`config.mk`:
```
export PLATFORM = sky130hd
export DESIGN_NAME = emu_bus_bridge
export DESIGN_NICKNAME = d
export VERILOG_FILES = /design/src/rtl/emu_bus_bridge.sv
export SDC_FILE = /design/constraint.sdc
export NUM_CORES = 1
export LEC_CHECK = 0
export BUFFER_PORTS_ARGS = -buffer_cell sky130_fd_sc_hd__buf_2
export CAP_MARGIN = 0
export CORE_MARGIN = 2
export CORE_UTILIZATION = 39
export CTS_BUF_LIST = sky130_fd_sc_hd__clkbuf_2 sky130_fd_sc_hd__clkbuf_4 sky130_fd_sc_hd__clkbuf_8
export CTS_CLUSTER_DIAMETER = 40
export DETAILED_ROUTE_END_ITERATION = 10
export PLACE_DENSITY = 0.61
export SYNTH_ARGS = -nofsm -noshare
export SYNTH_HDL_FRONTEND = slang
export SYNTH_SLANG_ARGS = --single-unit
```
`constraint.sdc`:
```
create_clock -name clk -period 1.6 [get_ports clk]
set_input_delay 0.24 -clock clk [delete_from_list [all_inputs] [get_ports clk]]
set_output_delay 0.24 -clock clk [all_outputs]
set_load 0.01 [all_outputs]
```
`src/rtl/emu_bus_bridge.sv`:
```
// PMOD-pin to core-wrapper front end for the FPGA emulator: input synchronisers,
// output retiming, switch debounce, PLL-lock-qualified core reset and a run heartbeat.
module emu_bus_bridge #(
    parameter int DATA_W      = 8,
    parameter int CTRL_IN_W   = 3,
    parameter int CTRL_OUT_W  = 2,
    parameter int SYNC_STAGES = 2,
    parameter int OUT_STAGES  = 2,
    parameter int SWITCH_W    = 2,
    parameter int DEB_CYCLES  = 2**16,
    parameter int LOCK_CYCLES = 256,
    parameter int HB_W        = 24
) (
    input  logic                  clk,
    input  logic                  rst_n,
    input  logic                  pll_lock_i,
    input  logic [SWITCH_W-1:0]   switch_i,
    input  logic [DATA_W-1:0]     data_i,
    input  logic [CTRL_IN_W-1:0]  data_ctrl_i,
    output logic [DATA_W-1:0]     data_o,
    output logic [CTRL_IN_W-1:0]  data_ctrl_o,
    input  logic [DATA_W-1:0]     hash_i,
    input  logic [CTRL_OUT_W-1:0] hash_ctrl_i,
    output logic [DATA_W-1:0]     hash_o,
    output logic [CTRL_OUT_W-1:0] hash_ctrl_o,
    output logic [SWITCH_W-1:0]   switch_o,
    output logic                  core_rst_n_o,
    output logic                  lock_lost_o,
    output logic                  heartbeat_o
);

    localparam int IN_W   = SWITCH_W + CTRL_IN_W + DATA_W;
    localparam int OUT_W  = CTRL_OUT_W + DATA_W;
    localparam int DEB_W  = $clog2(DEB_CYCLES);
    localparam int LCNT_W = (LOCK_CYCLES > 1) ? $clog2(LOCK_CYCLES) : 1;

    localparam logic [1:0] ST_IDLE = 2'd0;
    localparam logic [1:0] ST_WAIT = 2'd1;
    localparam logic [1:0] ST_RUN  = 2'd2;

    // Switches share the data synchroniser so every async pin sees the same depth.
    logic [IN_W-1:0]     in_sync_q [SYNC_STAGES];
    logic [SWITCH_W-1:0] sw_s;

    // NOTE: the sync/retime chains are reset too, so nothing stale leaks out after rst_n.
    always_ff @(posedge clk or negedge rst_n) begin
        if (!rst_n) begin
            for (int s = 0; s < SYNC_STAGES; s++) in_sync_q[s] <= '0;
        end else begin
            in_sync_q[0] <= {switch_i, data_ctrl_i, data_i};
            for (int s = 1; s < SYNC_STAGES; s++) in_sync_q[s] <= in_sync_q[s-1];
        end
    end

    assign {sw_s, data_ctrl_o, data_o} = in_sync_q[SYNC_STAGES-1];

    generate
        if (OUT_STAGES == 0) begin : g_out_comb
            assign {hash_ctrl_o, hash_o} = {hash_ctrl_i, hash_i};
        end else begin : g_out_reg
            logic [OUT_W-1:0] out_pipe_q [OUT_STAGES];

            always_ff @(posedge clk or negedge rst_n) begin
                if (!rst_n) begin
                    for (int s = 0; s < OUT_STAGES; s++) out_pipe_q[s] <= '0;
                end else begin
                    out_pipe_q[0] <= {hash_ctrl_i, hash_i};
                    for (int s = 1; s < OUT_STAGES; s++) out_pipe_q[s] <= out_pipe_q[s-1];
                end
            end

            assign {hash_ctrl_o, hash_o} = out_pipe_q[OUT_STAGES-1];
        end
    endgenerate

    logic [1:0] lock_sync_q;
    logic       lock_s;

    assign lock_s = lock_sync_q[1];

    // Debounce: a switch flips only after DEB_CYCLES consecutive disagreeing samples.
    logic [SWITCH_W-1:0] sw_q, sw_d;
    logic [DEB_W-1:0]    deb_cnt_q [SWITCH_W];
    logic [DEB_W-1:0]    deb_cnt_d [SWITCH_W];

    // NOTE: every always_comb output gets a default first, so no path can infer a latch.
    always_comb begin
        sw_d = sw_q;
        for (int i = 0; i < SWITCH_W; i++) begin
            deb_cnt_d[i] = '0;
            if (sw_s[i] != sw_q[i]) begin
                if (deb_cnt_q[i] == DEB_W'(DEB_CYCLES - 1)) sw_d[i] = ~sw_q[i];
                else                                        deb_cnt_d[i] = deb_cnt_q[i] + 1'b1;
            end
        end
    end

    logic [1:0]        state_q, state_d;
    logic [LCNT_W-1:0] lcnt_q, lcnt_d;
    logic              lost_q, lost_d;
    logic              core_rst_n_q;
    logic [HB_W-1:0]   hb_q, hb_d;

    // Lock loss is tested ahead of the user hold-off so it wins when both occur together.
    always_comb begin
        state_d = state_q;
        lcnt_d  = '0;
        lost_d  = lost_q;
        case (state_q)
            ST_IDLE: state_d = ST_WAIT;
            ST_WAIT: begin
                if (lock_s && !sw_q[0]) begin
                    if (lcnt_q == LCNT_W'(LOCK_CYCLES - 1)) state_d = ST_RUN;
                    else                                    lcnt_d  = lcnt_q + 1'b1;
                end
            end
            ST_RUN: begin
                if (!lock_s) begin
                    state_d = ST_WAIT;
                    lost_d  = 1'b1;
                end else if (sw_q[0]) begin
                    state_d = ST_WAIT;
                end
            end
            default: state_d = ST_IDLE;
        endcase
    end

    assign hb_d = (state_q == ST_RUN) ? hb_q + 1'b1 : '0;

    always_ff @(posedge clk or negedge rst_n) begin
        if (!rst_n) begin
            lock_sync_q  <= '0;
            sw_q         <= '0;
            for (int i = 0; i < SWITCH_W; i++) deb_cnt_q[i] <= '0;
            state_q      <= ST_IDLE;
            lcnt_q       <= '0;
            lost_q       <= 1'b0;
            core_rst_n_q <= 1'b0;
            hb_q         <= '0;
        end else begin
            lock_sync_q  <= {lock_sync_q[0], pll_lock_i};
            sw_q         <= sw_d;
            for (int i = 0; i < SWITCH_W; i++) deb_cnt_q[i] <= deb_cnt_d[i];
            state_q      <= state_d;
            lcnt_q       <= lcnt_d;
            lost_q       <= lost_d;
            core_rst_n_q <= (state_d == ST_RUN);
            hb_q         <= hb_d;
        end
    end

    assign switch_o     = sw_q;
    assign core_rst_n_o = core_rst_n_q;
    assign lock_lost_o  = lost_q;
    assign heartbeat_o  = hb_q[HB_W-1];

endmodule

```
== Word-level counts from Yosys, hierarchy flattened ==
Cells that the tools add are included.
Storage, ports and cells
  logic and storage cells: 48
  output and inout bits: 26
  flip-flop bits (word level): 118
  input port bits: 26
Cells by class
  $add $sub $neg: 4
  reductions and logical operators: 6
  muxes and demuxes: 13
  bitwise gates (word level): 3
  equality and inequality tests: 8
Operators by type and width (number)
  16-bit two-way mux: 4
  16-bit by 1-bit adder with 16-bit output, second input constant: 2
  16-bit == test, second input constant: 2
  24-bit by 1-bit adder with 24-bit output, second input constant: 1
  24-bit two-way mux: 1
  8-bit two-way mux: 3
  8-bit by 1-bit adder with 8-bit output, second input constant: 1
  8-bit == test, second input constant: 1
  2-bit two-way mux: 4
  2-bit one-hot mux with 3 select lines: 1
  2-bit AND reduction: 3
  2-bit == test, second input constant: 2
  1-bit NOT: 3
  2-bit by 1-bit == test with 1-bit output, second input constant: 1
  2-bit zero test: 1
  1-bit inequality test: 2
  1-bit logical AND: 1
  1-bit zero test: 1

== Depth between registers and ports, before layout ==
Gate-level depths: netlist of run 1.
  word-level depth: 5
  mapped depth: 6

== Worst setup path after synthesis of run 1 ==
No wires, ideal clock.
  kind: reg2reg
  from: reg hb_q[0]
  to: reg hb_q[22]
  buffers on the path: 0
  stages on the path, launching flop included: 6
  slack: 0.027 ns
  data arrival time: 1.453 ns
  cell sequence: dfrtp_1 -> ha_1 -> nand2_1 -> nor4_4 -> a211oi_1 -> a31o_2
On the way
  longest elaborated chain between the ends: 2
RTL lines
  start: declaration: RTL line 102  | logic [HB_W-1:0] hb_q, hb_d;
  start signal: assignment: RTL line 140  | hb_q <= '0;
  start signal: assignment: RTL line 149  | hb_q <= hb_d;
  24-bit by 1-bit adder with 24-bit output: RTL line 129  | assign hb_d = (state_q == ST_RUN) ? hb_q + 1'b1 : '0;
  24-bit two-way mux: RTL line 129
  via hb_d[22]: RTL line 102
The timed path passes the listed nets, and every way through them passes these cells.
A chain may end at the register's enable or synchronous reset.

== Worst setup path in the final report of run 1 ==
  from: reg hb_q[1]
  to: reg hb_q[14]
The elaborated chain is that of the path after synthesis.

==> impl_metrics.csv, run 1 <==
group,metric,value,unit
run_status,outcome,"completed",
die,fp.dieW,114,um
timing,fin_setup_tns,0,ns
critical_path,crit_family,"simple AND/OR/NAND/NOR gates",
detailed_routing,via_count,3169,
detailed_routing,drc,0,
die,placementRows,40,
grt,grt.overflow.total,0,
detailed_routing,viasPerCell,4.74,
timing,hold_viol_final,0,
timing,min_period,1.52,ns
critical_path,rr_worst_depth,6,
critical_path,arrival,1.84,ns
clock_network,cts-root-buf,"clkbuf_8",
timing,final_max_slew_viol_count,0,
layout,nNetsFinal,539,
grt,grt_start_max_net_pins,48,
critical_path,worstSetupPathType,"flop to flop",
critical_path,slowest_stage,"dfrtp_1",
grt,grt_pass1_wl,14400,um
critical_path,path_cells,"ha_2 -> nand2_4 -> buf_4 -> nor4_1 -> xnor2_1 -> nor2_1",
layout,diodes,0,
clock_network,clk_pin_slew_worst_paths,0.07,ns
critical_path,r2r-start,"hb_q[1]",
timing,fin_crit_sh,0.953,
grt,grt_use_met2,0.221,
critical_path,endpoint_kind,"flop",
detailed_routing,routed_wl,8620,um
logic_synthesis,ys_ff_latch,118,
clock_network,htree_levels,4,
logic_synthesis,yosysSeqAreaShare,0.621,
clock_network,cts.sinks,118,
clock_network,cts_tree,"done",
detailed_routing,ant_nets,0,
die,die_h,114,um
placed_design,io_buffers,51,
logic_synthesis,synth-edff-count,0,
grt,antenna_found_initial,0,
logic_synthesis,yosys_warnings,0,
logic_synthesis,ys.flop_type,"dfrtp_1",
power,power,6.15,mW
layout,final_common_cell,"dfrtp_1",
timing,fmax,656,MHz
timing,postLayoutSetupSlackWorst,0.0751,ns
critical_path,worst-r2r-setup-slack,0.08,ns
die,dieArea,13100,sq um
critical_path,path_max_fanout,4,
run,maxCapViolCount,0,
critical_path,timing.rr.end,"hb_q[14]",
layout,drive_gt1_frac,0.272,
layout,final_util,0.503,
logic_synthesis,syn-num-nets,437,
critical_path,required,1.92,ns
logic_synthesis,avgSynthCellArea,11.7,sq um
critical_path,cp.buffers_inverters,1,
logic_synthesis,synth_area,4750,sq um
detailed_routing,drt_iter0_drc,100,
die,start_util,0.397,
timing,hold_slack,0.212,ns
clock_network,cts_max_path_buffers,2,
timing,finClkSkew,0.00551,ns
placed_design,gp_congestion,0.790,
die,io_pins,52,
logic_synthesis,synthCells,407,
grt,use_met3,0.0540,
critical_path,slowest_delay,0.40,ns
clock_network,clk_latency,0.43,ns
grt,grt.met1_usage,0.179,
placed_design,dp_worst_setup_slack,-0.0288,ns
layout,area_growth,26.6,%
power,p_per_area,1020,nW/um^2
layout,layout_common_cells,"dfrtp_1, nor2_1, buf_2",
logic_synthesis,yosys.cell_types.count,41,
timing,slew_headroom,0.749,
detailed_routing,wl_per_cell,12.9,um
placed_design,hpwl,5670,um
grt,grt_use_total,0.143,
clock_network,numCtsBuffers,17,
grt,grt_busiest_layer,"met2",
logic_synthesis,synth-async-reset-ratio,1.00,
power,leakage,2.71,nW
detailed_routing,firstDrtPassIters,4,
grt,grt_pass1_vias,3130,
min_path,hp-class,"input pin to async pin",
power,vdd_drop_max,0.000500,V
timing,rsz0062_at_grt,"yes",
critical_path,critPathLaunchType,"flop",
timing,setup_viol,0,
die,coreArea,12000,sq um
timing,tightest_slew,0.376,ns
[per-stage QoR]
step / area [sq um] / cells
6_report: 6020 / 669
5_1_grt: 6020 / 669
4_1_cts: 5910 / 662
3_5_place_dp: 5230 / 604
3_3_place_gp: 5230 / 604
2_1_floorplan: 4750 / 407
[state kept, by name (all words and copies together) (netlist names), 2 cells and up]
name                  flops
data_ctrl_o               3
data_o                    8
deb_cnt_q                32
g_out_reg.out_pipe_q     10
hash_ctrl_o               2
hash_o                    8
hb_q                     24
in_sync_q                15
lcnt_q                    8
lock_sync_q               2
state_q                   2
switch_o                  2
[cell families after synthesis]
family | synth area share
AO/OA/AOI/OAI | 0.0297
XOR/XNOR | 0.0866
adder cells (fa/ha/maj) | 0.0105
buffers and inverters | 0.0455
flip-flops | 0.621
multiplexers | 0.0132
AND/OR/NAND/NOR | 0.193
[layout make-up]
| type | instances | area [sq um] |
|---|---|---|
| clock inverter | 7 | 92.6 |
| multi-input combinational | 255 | 1650 |
| sequential | 118 | 2960 |
| timing repair buffer | 107 | 769 |
| tap | 147 | 184 |
| fill | 1074 | 5940 |
| inverter | 10 | 37.5 |
| clock buffer | 25 | 325 |
[routing by layer]
metal | share of wire | wire (um)
met1 | 0.46 | 3980
met2 | 0.48 | 4160
met3 | 0.039 | 335
met4 | 0.016 | 141
met5 | 0 | 0
[power breakdown]
part / total [mW] / leakage [nW] / internal [mW] / switching, mW
clock network: 2.79 / 0.209 / 1.64 / 1.15
logic: 0.272 / 0.985 / 0.130 / 0.141
registers: 3.09 / 1.52 / 3.06 / 0.0316
[worst max path at each step]
stage / start / end / slack [ns] / depth (start not counted)
3_5_place_dp: deb_cnt_q[16] / deb_cnt_q[22] / -0.03 / 5
4_1_cts: hb_q[4] / hb_q[22] / 0.005 / 4
6_report: hb_q[1] / hb_q[14] / 0.08 / 6
2_1_floorplan: hb_q[0] / hb_q[22] / 0.03 / 5
5_1_grt: hb_q[0] / hb_q[20] / -0.02 / 6
3_3_place_gp: deb_cnt_q[16] / deb_cnt_q[23] / 0.07 / 5
[synthesized netlist by cell type, types with 2 or more instances]
cell | n | area, sq um
a21boi_0 | 2 | 15.0
nor2b_1 | 2 | 12.5
nor3_1 | 13 | 65.1
ha_1 | 4 | 50.1
mux2i_1 | 4 | 40.0
nor4_1 | 6 | 37.5
a21oi_1 | 6 | 30.0
mux2_2 | 2 | 22.5
nand2b_1 | 5 | 31.3
clkbuf_1 | 2 | 7.51
xor2_1 | 15 | 131
inv_1 | 10 | 37.5
xnor2_1 | 32 | 280
a31o_2 | 4 | 35.0
or2_0 | 2 | 12.5
nand4_4 | 2 | 42.5
dfrtp_1 | 118 | 2950
or3_1 | 3 | 18.8
nand3b_1 | 2 | 15.0
nand2_1 | 23 | 86.3
buf_4 | 21 | 158
nand4_1 | 17 | 106
nor2_1 | 66 | 248
nand3_1 | 22 | 110
o21ai_0 | 3 | 15.0
buf_2 | 2 | 10.0
nor4_4 | 3 | 63.8
and4_1 | 3 | 26.3
[timing repair]
action | CTS | global route
gates cloned | 1 | 1
pin swaps | 1 | 10
setup endpoints to repair | 12 | 32
endpoints found under the hold margin | 142 | 0
resized for setup | 1 | 15
setup buffers | 0 | 6
hold buffers | 25 | 0
(Power assumes the default switching activity.)
==> run 2: changes to the inputs <==
- PLACE_DENSITY: 0.61 -> 0.59
- clock period: 1.6 -> 1.7 ns (I/O delays scaled with it)
==> run 2 against run 1 <==
  * Global-route usage fell by 0.41 points
  * Utilization fell by 1.6 points
  * Wire length fell by 3.9%
  * Fmax fell by 2.2%
  * Worst hold slack improved by 0.11 ns
  * Sequential power fell by 6%
  * Clock-buffer cell count fell by 2
  * Combinational power fell by 7.4%
  * Cell area fell by 3.1%
  * Non-clock buffer count fell by 16
  * First-iteration DRC count rose by 31%
  * Sequential cell count did not move
==> impl_metrics.csv, run 2 (synthesis results as in run 1) <==
group,metric,value,unit
detailed_routing,drt_iter0_drc,131,
detailed_routing,drc,0,
grt,use_met3,0.0392,
grt,grt_pass1_wl,14200,um
timing,tightest_slew,0.552,ns
power,leakage,2.59,nW
layout,fill_cells,1087,
placed_design,hpwl,5660,um
clock_network,cts_tree,"done",
die,dieArea,13100,sq um
layout,layout_common_cells,"dfrtp_1, nor2_1, buf_2",
clock_network,htree_levels,4,
layout,largestRegisters,"deb_cnt_q (32), hb_q (24), in_sync_q (15)",
die,io_pins,52,
layout,drive_gt1_frac,0.232,
critical_path,critPathLaunchType,"flop",
layout,area_growth,22.6,%
layout,largest_reg_flops,32,
power,p_switching,1.20,mW
placed_design,io_buffers,51,
die,coreArea,12000,sq um
layout,nNetsFinal,522,
layout,final_common_cell,"dfrtp_1",
critical_path,endpoint_kind,"flop",
run_status,outcome,"completed",
timing,slew_headroom,0.632,
timing,finClkSkew,0.00692,ns
die,fp.dieW,114,um
critical_path,worstSetupPathType,"flop to flop",
clock_network,cts-root-buf,"clkbuf_8",
power,power_frac_seq,0.529,
detailed_routing,via_count,3087,
timing,hold_viol_final,0,
timing,final_max_slew_viol_count,0,
timing,setup_viol,0,
timing,fin_crit_sh,0.917,
grt,antenna_found_initial,0,
clock_network,clk_pin_slew_worst_paths,0.07,ns
timing,fmax,641,MHz
clock_network,cts_max_path_buffers,2,
power,vdd_drop_max,0.000646,V
clock_network,clk_latency,0.42,ns
timing,hold_slack,0.323,ns
layout,diodes,0,
clock_network,numCtsBuffers,17,
clock_network,cts.sinks,118,
timing,min_period,1.56,ns
grt,grt_use_total,0.139,
placed_design,gp_congestion,0.756,
critical_path,path_max_fanout,5,
power,sw_frac_of_total,0.219,
grt,grt_use_met2,0.221,
timing,fin_setup_tns,0,ns
power,power,5.51,mW
power,p_per_area,945,nW/um^2
detailed_routing,ant_nets,0,
min_path,hp-class,"input pin to async pin",
detailed_routing,wl_per_cell,12.7,um
power,power_frac_comb,0.046,
grt,grt_start_max_net_pins,40,
clock_network,post_cts_buffers,0,
critical_path,r2r-start,"hb_q[0]",
detailed_routing,firstDrtPassIters,4,
run,maxCapViolCount,0,
detailed_routing,viasPerCell,4.74,
critical_path,arrival,1.87,ns
power,clkPwrFrac,0.425,
grt,grt_busiest_layer,"met2",
grt,grt.met1_usage,0.173,
grt,grt.overflow.total,0,
grt,grt_pass1_vias,3133,
detailed_routing,routed_wl,8280,um
power,p_int,4.31,mW
layout,regMostFlops,"deb_cnt_q",
critical_path,required,2.01,ns
critical_path,crit_start,"hb_q[0]",
layout,final_util,0.487,
die,start_util,0.397,
die,die_h,114,um
timing,rsz0062_at_grt,"no",
die,placementRows,40,
==> run 2: per-layer routing <==
layer	vias to the layer above	part of all wire	wire length (um)
met1	1515	0.46	3840
met5	-	0	0
li1	1522	-	-
met2	40	0.48	4010
met4	0	0.019	161
met3	10	0.032	268
==> run 2: layout make-up <==
| type | instances | area [sq um] | area share |
|---|---|---|---|
| clock buffer | 23 | 298 | 0.0511 |
| clock inverter | 8 | 75.1 | 0.0129 |
| inverter | 10 | 37.5 | 0.00644 |
| multi-input combinational | 254 | 1630 | 0.279 |
| sequential | 118 | 2950 | 0.506 |
| tap | 147 | 184 | 0.0315 |
| timing repair buffer | 91 | 658 | 0.113 |
==> run 2: through the flow <==
stage	setup slack, ns	cell area, sq um	std cells
finish	0.140	5830	651
global route	0.0109	5830	651
CTS	0.0420	5790	650
detailed placement	0.0177	5170	594
global placement	0.0661	5170	594
floorplan	0.127	4750	407
==> run 2: path summary, 6_finish.rpt <==
path | cells past startpoint | slack, ns | endpoint
min in group clk | 0 | 0.35 | in_sync_q[12]
setup reg to reg | 5 | 0.14 | hb_q[22]
hold reg to reg | 0 | 0.35 | in_sync_q[12]
hold / removal | 2 | 0.32 | hash_o[6]
setup / recovery | 5 | 0.14 | hb_q[22]
max in group asynchronous | 3 | 0.81 | deb_cnt_q[10]
==> run 2: power by group through the flow <==
stage | registers [mW] | logic, mW | clock network (mW)
3_3_place_gp | 2.96 | 0.208 | 0
3_5_place_dp | 2.97 | 0.212 | 0
4_1_cts | 2.92 | 0.257 | 2.44
2_1_floorplan | 2.96 | 0.0974 | 0
5_1_grt | 2.92 | 0.285 | 2.56
6_report | 2.92 | 0.252 | 2.34
==> run 2: timing repair <==
item / CTS / global route
cloned: 0 / 1
setup endpoints to repair: 1 / 32
hold buffers: 25 / 0
endpoints found under the hold margin: 53 / 0
pin swaps: 0 / 3
resized for setup: 1 / 7
==> run 2: critical path, cell delays in order, from the launching register on <==
cell      delay [ns]
dfrtp_1         0.41
ha_1            0.18
nand2_1         0.10
nor4_4          0.39
a211oi_1        0.13
a31o_2          0.24
==> run 3: changes to the inputs <==
- CORE_MARGIN: 2 -> not set
- SETUP_SLACK_MARGIN: not set -> 0.02
==> run 3 against run 2 <==
  * Total power grew 6.6%
  * Clock skew grew 0.0025 ns
  * Register-to-register slack lost 0.02 ns
  * Clock-buffer cell count grew 1
  * Global-route usage grew 1.4 points
  * Cell area grew 1.8%
  * Worst hold slack gained 0.023 ns
  * Critical endpoint is now hb_q[21]
  * Wire length grew 0.45%
  * Largest cell class unchanged
  * Combinational power is essentially flat
  * Die area shrank 3.5%
  * Clock power grew 16%
==> impl_metrics.csv, run 3 (synthesis results as in run 1) <==
group,metric,value,unit
run_status,outcome,"completed",
clock_network,cts-root-buf,"clkbuf_8",
clock_network,clk_latency,0.42,ns
timing,rsz0062_at_grt,"no",
critical_path,required,2.03,ns
placed_design,gp_congestion,0.770,
power,p_per_area,989,nW/um^2
timing,finClkSkew,0.00941,ns
detailed_routing,ant_nets,0,
layout,nNetsFinal,528,
timing,postLayoutSetupSlackWorst,0.121,ns
critical_path,path_max_fanout,6,
die,io_pins,52,
critical_path,arrival,1.91,ns
clock_network,clk_pin_slew_worst_paths,0.07,ns
power,power_frac_seq,0.496,
detailed_routing,drt_iter0_drc,134,
power,p_int,4.65,mW
timing,hold_slack,0.346,ns
detailed_routing,via_count,3114,
detailed_routing,routed_wl,8320,um
power,clkPwrFrac,0.461,
clock_network,cts.sinks,118,
grt,grt.overflow.total,0,
grt,grt_pass1_vias,3237,
grt,grt_pass1_wl,14900,um
layout,area_growth,24.9,%
timing,final_max_slew_viol_count,0,
timing,fmax,633,MHz
clock_network,htree_levels,4,
layout,regMostFlops,"deb_cnt_q",
die,coreArea,11700,sq um
timing,fin_setup_tns,0,ns
run,maxCapViolCount,0,
timing,fin_crit_sh,0.929,
power,vdd_drop_max,0.000608,V
detailed_routing,viasPerCell,4.77,
clock_network,numCtsBuffers,17,
placed_design,dp_cells,595,
power,power_frac_comb,0.043,
layout,largestRegisters,"deb_cnt_q (32), hb_q (24), in_sync_q (15)",
die,dieArea,12600,sq um
timing,hold_viol_final,0,
layout,diodes,0,
layout,final_cell_count_no_fill,653,
die,placementRows,39,
placed_design,io_buffers,51,
critical_path,critPathLaunchType,"flop",
grt,grt_use_total,0.153,
critical_path,crit_family,"simple AND/OR/NAND/NOR gates",
placed_design,hpwl,5410,um
critical_path,crit_start,"hb_q[4]",
layout,final_common_cell,"dfrtp_1",
critical_path,worstSetupPathType,"flop to flop",
power,sw_frac_of_total,0.208,
timing,min_period,1.58,ns
critical_path,r2r-start,"hb_q[4]",
critical_path,cp.buffers_inverters,0,
power,leakage,2.65,nW
detailed_routing,wl_per_cell,12.7,um
timing,setup_viol,0,
layout,layout_common_cells,"dfrtp_1, nor2_1, buf_2",
die,fp.dieW,112,um
critical_path,slowest_stage,"dfrtp_1",
timing,slew_headroom,0.645,
die,die_h,112,um
detailed_routing,firstDrtPassIters,4,
layout,final_util,0.509,
detailed_routing,drc,0,
min_path,hp-class,"input pin to async pin",
layout,largest_reg_flops,32,
die,start_util,0.408,
layout,drive_gt1_frac,0.247,
grt,antenna_found_initial,0,
grt,grt_start_max_net_pins,41,
placed_design,dp_worst_setup_slack,0.0413,ns
clock_network,cts_max_path_buffers,2,
critical_path,endpoint_kind,"flop",
power,p_switching,1.22,mW
clock_network,cts_tree,"done",
critical_path,path_cells,"nand4_4 -> nor4_4 -> nand4_1 -> mux2i_1",
critical_path,slowest_delay,0.44,ns
timing,tightest_slew,0.532,ns
==> run 3: timing repair <==
action                                  in CTS  in global routing
gates cloned                                 0                  1
buffers inserted                             0                  1
pin swaps                                    0                  4
endpoints found under the setup margin       2                 32
endpoints found under the hold margin       58                  0
hold buffers                                25                  0
gates resized for setup                      1                 10
==> run 3: per-stage QoR <==
step	power (mW)	cell area (sq um)
CTS	5.97	5870
finish	5.87	5940
floorplan	3.06	4750
global placement	3.17	5190
detailed placement	3.18	5190
global route	6.15	5940
==> run 3: worst paths after layout <==
kind	endpoint	slack (ns)	cells past startpoint
worst max-delay path	hb_q[21]	0.12	4
worst min-delay path	in_sync_q[13]	0.35	2
worst max register to register	hb_q[21]	0.12	4
worst min register to register	data_ctrl_o[0]	0.35	0
max in group asynchronous	deb_cnt_q[4]	0.76	3
min in group clk	data_ctrl_o[0]	0.35	0
==> run 3: final cells by class <==
type,instances,area (sq um)
fill,1026,5730
sequential,118,2950
multi-input combinational,254,1650
timing repair buffer,97,691
clock buffer,24,312
tap,143,179
clock inverter,7,119
inverter,10,37.5
==> run 3: power groups by stage <==
stage / clock network (mW) / registers (mW) / logic, mW
after floorplan: 0 / 2.96 / 0.0974
after global placement: 0 / 2.96 / 0.207
after detailed placement: 0 / 2.97 / 0.211
after CTS: 2.80 / 2.92 / 0.256
after global routing: 2.94 / 2.92 / 0.284
final: 2.71 / 2.92 / 0.250
==> run 3: worst reg2reg max path, delay by kind of cell (launching register included) <==
kind	cells	cell delay, ns
simple gates	3	0.83
flops	1	0.44
mux	1	0.23
==> run 3: per-layer routing <==
layer  global-route usage  wire [um]  share of wire
met4               0.0693        131          0.016
met1                0.195       3810           0.46
met5                    0          0              0
met2                0.238       4040           0.49
met3               0.0518        341          0.041
